===== src/rtl/param_bus_reg.sv =====
// Registered priority bus: the lowest-index enabled source is latched onto
// bus_out; adds hold/idle modes, conflict pulse and saturating counter.
// Ports: clock, clear (async high); src_en/src_data sources; hold_en;
//   cnt_clr; bus_out/bus_valid/bus_sel; conflict/conflict_cnt; state.
module param_bus_reg #(
  parameter int WIDTH = 32,
  parameter int N_SRC = 24,
  parameter int CNT_W = 8,
  parameter logic [WIDTH-1:0] IDLE_VAL = '0,
  localparam int SEL_W = (N_SRC > 1) ? $clog2(N_SRC) : 1
) (
  input  logic                   clock,
  input  logic                   clear,
  input  logic [N_SRC-1:0]       src_en,
  input  logic [N_SRC*WIDTH-1:0] src_data,
  input  logic                   hold_en,
  input  logic                   cnt_clr,
  output logic [WIDTH-1:0]       bus_out,
  output logic                   bus_valid,
  output logic [SEL_W-1:0]       bus_sel,
  output logic                   conflict,
  output logic [CNT_W-1:0]       conflict_cnt,
  output logic [1:0]             state
);

  typedef enum logic [1:0] {
    IDLE  = 2'b00,
    DRIVE = 2'b01,
    HOLD  = 2'b10
  } state_e;

  localparam logic [CNT_W-1:0] CNT_MAX = '1;

  state_e           state_q, state_d;
  logic [WIDTH-1:0] out_q, out_d;
  logic [SEL_W-1:0] sel_q, sel_d;
  logic             valid_q, valid_d;
  logic             conf_q, conf_d;
  logic [CNT_W-1:0] cnt_q, cnt_d;

  logic             any_en;
  logic             multi;
  logic [SEL_W-1:0] win_sel;
  logic [WIDTH-1:0] win_data;

  assign any_en = |src_en;
  // x & (x-1) clears the lowest set bit; nonzero means two or more set.
  assign multi  = |(src_en & (src_en - N_SRC'(1)));

  // Scan high to low so the lowest set index is the last one written.
  always_comb begin
    win_sel  = '0;
    win_data = src_data[WIDTH-1:0];
    for (int i = N_SRC - 1; i >= 0; i--) begin
      if (src_en[i]) begin
        win_sel  = SEL_W'(i);
        win_data = src_data[i*WIDTH +: WIDTH];
      end
    end
  end

  always_comb begin
    state_d = state_q;
    out_d   = out_q;
    sel_d   = sel_q;
    valid_d = 1'b0;
    conf_d  = multi;
    cnt_d   = cnt_q;

    unique case (state_q)
      IDLE: begin
        if (any_en) state_d = DRIVE;
        else        state_d = IDLE;
      end
      DRIVE, HOLD: begin
        if (any_en)       state_d = DRIVE;
        else if (hold_en) state_d = HOLD;
        else              state_d = IDLE;
      end
      default: state_d = IDLE;
    endcase

    unique case (state_d)
      DRIVE: begin
        out_d   = win_data;
        sel_d   = win_sel;
        valid_d = 1'b1;
      end
      HOLD: begin
        out_d = out_q;
        sel_d = sel_q;
      end
      default: begin
        out_d = IDLE_VAL;
        sel_d = '0;
      end
    endcase

    if (cnt_clr)
      cnt_d = '0;
    else if (multi && cnt_q != CNT_MAX)
      cnt_d = cnt_q + CNT_W'(1);
  end

  always_ff @(posedge clock or posedge clear) begin
    if (clear) begin
      state_q <= IDLE;
      out_q   <= IDLE_VAL;
      sel_q   <= '0;
      valid_q <= 1'b0;
      conf_q  <= 1'b0;
      cnt_q   <= '0;
    end else begin
      state_q <= state_d;
      out_q   <= out_d;
      sel_q   <= sel_d;
      valid_q <= valid_d;
      conf_q  <= conf_d;
      cnt_q   <= cnt_d;
    end
  end

  assign bus_out      = out_q;
  assign bus_valid    = valid_q;
  assign bus_sel      = sel_q;
  assign conflict     = conf_q;
  assign conflict_cnt = cnt_q;
  assign state        = state_q;

endmodule


===== config.mk =====
export PLATFORM = sky130hd
export DESIGN_NAME = param_bus_reg
export DESIGN_NICKNAME = d
export VERILOG_FILES = /design/src/rtl/param_bus_reg.sv
export SDC_FILE = /design/constraint.sdc
export NUM_CORES = 1
export LEC_CHECK = 0
export CAP_MARGIN = 0
export CORE_AREA = 5 5 327 329
export DETAILED_ROUTE_END_ITERATION = 10
export DIE_AREA = 0 0 332 334
export PLACE_DENSITY_LB_ADDON = 0.15
export SETUP_SLACK_MARGIN = 0.1
export SKIP_LAST_GASP = 1
export SYNTH_ARGS = -nofsm -noshare
export SYNTH_HDL_FRONTEND = slang
export SYNTH_SLANG_ARGS = --single-unit
export TNS_END_PERCENT = 30

===== constraint.sdc =====
create_clock -name clock -period 3.95 [get_ports clock]
set_clock_uncertainty 0.1 [all_clocks]
set_input_delay 0.395 -clock clock [delete_from_list [all_inputs] [get_ports clock]]
set_output_delay 0.395 -clock clock [all_outputs]
set_load 0.03 [all_outputs]

# Word level (Yosys, flattened, before mapping)
# Cells that the tools add are included.
# op_classes
addsub	2
eq_ne	5
mux	57
bitwise	1
n_reduce_logical	6
# ops
cell	count
$mux W32	24
$mux W5	24
$pmux W32 S2	1
$reduce_or A24 Y1	2
$and A24 B24 Y24	1
$sub A24 B1 Y24 const B	1
$mux W8	2
$pmux W5 S2	1
$add A8 B1 Y8 const B	1
$ne A8 B8 Y1 const B	1
$eq A2 B1 Y1 const B	2
$eq A2 B2 Y1 const B	2
$mux W2	2
$pmux W2 S2	1
$logic_not A2 Y1	1
$mux W1	2
$reduce_bool A2 Y1	1
$reduce_or A2 Y1	1
$logic_and A1 B1 Y1	1
# totals
reg_bits	49
input_bits	796
word_cells	77

# Longest topological paths before layout
# logic_depth
depth_word	25
ltp_mapped	10
ltp_nobuf	9

# Worst setup path before layout
# OpenSTA, ideal clock, no wires.
# synth_timing
kind	input to register
startpoint	input port src_en[2]
endpoint	register cnt_q[1] (netlist: conflict_cnt[1])
setup_ps	128
t_arrival_ps	2646
required_time_ps	3722
slack_ps	1076
path_stages	8
path_cell_list	buf_6 > or4_4 > or4_4 > a221oi_2 > o2111ai_2 > o31ai_4 > mux2i_1 > nor2_1
# synth_via
elab_chain_cells	5
# synth_lines
item	line_no	text
start, declared	14	input logic [N_SRC-1:0] src_en,
$sub A24 B1 Y24	48	assign multi = |(src_en & (src_en - N_SRC'(1)));
$and A24 B24 Y24 (*)	48	
$reduce_or A24 Y1 (*)	48	
$logic_and A1 B1 Y1 (*)	101	else if (multi && cnt_q != CNT_MAX)
$reduce_bool A2 Y1 (no line) (*)	n/a	
end signal, assigned	119	cnt_q <= cnt_d;
end, declared	39	logic [CNT_W-1:0] cnt_q, cnt_d;
# Every way passes the cells marked *; elsewhere a longest branch is shown, timed or not.
# A chain may end at the register's enable or synchronous reset.

# Worst setup path after layout
# layout_timing
startpoint	input port src_en[23]
endpoint	register out_q[0] (netlist: bus_out[0])
# layout_via
elab_chain_cells	25
# layout_lines
item	line_no	text
$mux W32 (24 in series)	55	if (src_en[i]) begin
$pmux W32 S2	83	unique case (state_d)
end signal, assigned	115	out_q <= out_d;
end, declared	35	logic [WIDTH-1:0] out_q, out_d;
# Several ways; a longest one is shown, not always the timed one.

==> impl_metrics.ini <==
[synthesis]
synth-edff-count = 0
ys.warnings.count = 0
synthArstFlopShare_pct = 100
ys_types = 53
netlist_area_um2 = 9260
synthesis.instances = 1352
mappedNetlistNets = 2151
synth-simple-area-share_pct = 21.8
post-synth-top-area-cell = a221oi_1
synthTopCellsByCount = a221oi_1, clkbuf_1, o21ai_0
average_size_of_a_mapped_cell_um2 = 6.85
synth-compound-area-share_pct = 47.6
synth.area.top_cells = a221oi_1, dfrtp_1, o21ai_0, a21oi_1, clkbuf_1
synth_fa_ha_area_share_pct = 0.406
muxShareOfSynthArea_pct = 7.46
synth_top_family_by_area = compound AO/OA/AOI/OAI gates
synth_seq_cells = 49
synth_seq_area_share_pct = 13.2
synth_largest_type_area_fraction_pct = 20.7
synth_top_flop_cell = dfrtp_1
synth.most_common_cell = a221oi_1
post_synth_xor_area_fraction_pct = 0.0946

[cells_and_area]
final_layout_size_suffix_gt1_share_pct = 8.21
nNetsFinal = 2929
fill_cells = 11645
flow.area_growth_from_synthesis_pct = 113

[clocking]
cts_setup_buffers = 0
tritoncts_clock_tree = built
tritoncts.num_buffers = 5
clockRootBuffer = clkbuf_16
post_cts_resize_count = 0
cts.sink_count = 49
postCtsHoldBufs = 0
clock_path_buffers = 2
clock_tree.htree_level_count = 2
cts.clk_slew.worst_paths_ns = 0.11
clk-insertion-delay-late_ns = 0.34

[place]
post-dp-hpwl_mm = 94.8
gpl.final_weighted_congestion = 0.875
port_buffers = 844

[drt]
drt-total-wl_mm = 118
via_count_of_the_routed_design = 16196
drc = 0
firstDrtPassIters = 8
detailedRoute.firstIterationViolations = 1707
routed_antenna_nets = 0
wl_per_cell_um = 33.5
detail_route.vias_per_cell = 4.61

[job]
max-cap-violations = 0

[die]
floorplan.io_pins = 845
initial_utilization_pct = 8.97
rows = 118
overall_die_area_um2 = 111000
core-area_um2 = 103000
fp.dieH_um = 334
dieWidth_um = 332

[sta]
fin_setup_tns_ns = 0
number_of_hold_violations_in_the_final_report = 0
final.period_utilization_pct = 86.1
measured_slew_at_the_worst_slew_check_pin_ns = 1.40
finalCriticalPeriod_ns = 3.40
maxSlewHeadroom_pct = 6.52
fin_hold_ws_ns = 0.288
max_freq_ghz = 0.294
report.final.slew_viol_count = 0
finalSetupViolCount = 0
setup_repair_after_global_routing_missed_its_margin = false

[setup_path]
cp_max_fo = 15
critical_path.startpoint_type = input port
setup.worst_path.end_class = flop
required_ns = 4.07
crit_type = in2reg
critical_path_arrival_ns = 3.53

[power]
vdd_drop_max_v = 0.000175
power_density_nw_per_um2 = 166
overall_power_mw = 3.27
power_leakage_nw = 6.65

[global_route]
grt_pass1_vias = 16829
grtUsageTotal_pct = 19.9
grt_antenna_before_repair = 20
grt_first_pass_wirelength_mm = 153
grt_start_max_net_pins = 52
grt.overflow.total = 0

[worst_hold_path]
timing.hold.worst.class = in2async

[outcome]
status = finished clean
[cell families (layout without fill, tap and decap cells)]
group	after synthesis	count (layout)
and+or+nand+nor	401	401
muxes	65	65
xor gates and xnor gates	1	1
AOI/OAI and AO/OA	602	602
other	0	6
adders and majority gates	3	3
buffers and inverters	231	1010
DFF	49	49
[worst paths after layout]
| check | startpoint | end | slack, ns | cells after the start |
|---|---|---|---|---|
| max reg2reg | state[1] | bus_sel[0] | 1.38 | 8 |
| max | src_en[23] | bus_out[0] | 0.55 | 9 |
| min | clear | bus_out[15] | 0.29 | 2 |
| max in group asynchronous | clear | bus_out[6] | 2.65 | 3 |
| min in group clock | src_en[3] | bus_sel[2] | 0.38 | 3 |
| min reg2reg | bus_sel[2] | bus_sel[2] | 0.41 | 1 |
[sequential cells by signal, summed over array words and instances (netlist names)]
| name | flops |
|---|---|
| conflict | 1 |
| conflict_cnt | 8 |
| bus_sel | 5 |
| bus_out | 32 |
| state | 2 |
| bus_valid | 1 |
[worst max-delay path, stage by stage]
cell and delay, ns:
buf_2 0.50, buf_4 0.47, mux2_2 0.46, mux2i_1 0.15
o21ai_0 0.09, a221oi_1 0.78, nor3_1 0.25, nor3_1 0.27
o21ai_0 0.11
[layout make-up]
cell class	instances	area (µm²)	share of cell area (%)
Inverter	74	280	1.42
Timing Repair Buffer	928	9080	46.1
Tap cell	1380	1730	8.76
Multi-Input combinational cell	1072	7230	36.7
Clock buffer	5	125	0.635
Clock inverter	3	26.3	0.133
Antenna cell	6	15.0	0.0762
Sequential cell	49	1230	6.22
[report_power, final]
part | switching [mW] | leakage (nW) | internal (mW) | total (mW)
logic | 1.05 | 6.01 | 1.07 | 2.12
registers | 0.0346 | 0.580 | 0.539 | 0.574
clock network | 0.332 | 0.0680 | 0.244 | 0.576
total | 1.42 | 6.65 | 1.85 | 3.27
[per-layer routing]
layer / global-route usage (%) / up-vias / share of wire (%)
met5: 0 / - / 0.023
met4: 4.02 / 6 / 1.8
met3: 4.34 / 95 / 7.4
met1: 26.3 / 8139 / 43
li1: - / 6987 / -
met2: 33.5 / 969 / 47
[through the flow]
| step | setup WS, ns | utilization (%) | instance area (µm²) | cells |
|---|---|---|---|---|
| finish | 0.548 | 19.1 | 19700 | 3517 |
| global route | 0.390 | 19.1 | 19700 | 3514 |
| CTS | 0.702 | 19.1 | 19700 | 3511 |
| detailed placement | 0.301 | 18.9 | 19500 | 3503 |
| global placement | 0.328 | 18.9 | 19500 | 3503 |
| floorplan | 1.08 | - | 9260 | 1352 |
[placed cells by master (no fill, tap or decap), drive strengths merged, types with 33 or more instances in the layout]
master	Yosys	layout
a221oi	220	220
inv	73	73
buf	14	102
o21ai	143	143
dfrtp	49	49
nor2	85	85
mux2i	33	33
clkdlybuf4s50	0	826
or3	36	36
nand2	74	74
nor2b	71	71
a21oi	112	112
nor3	103	103
Power figures use the tool's default switching activity.
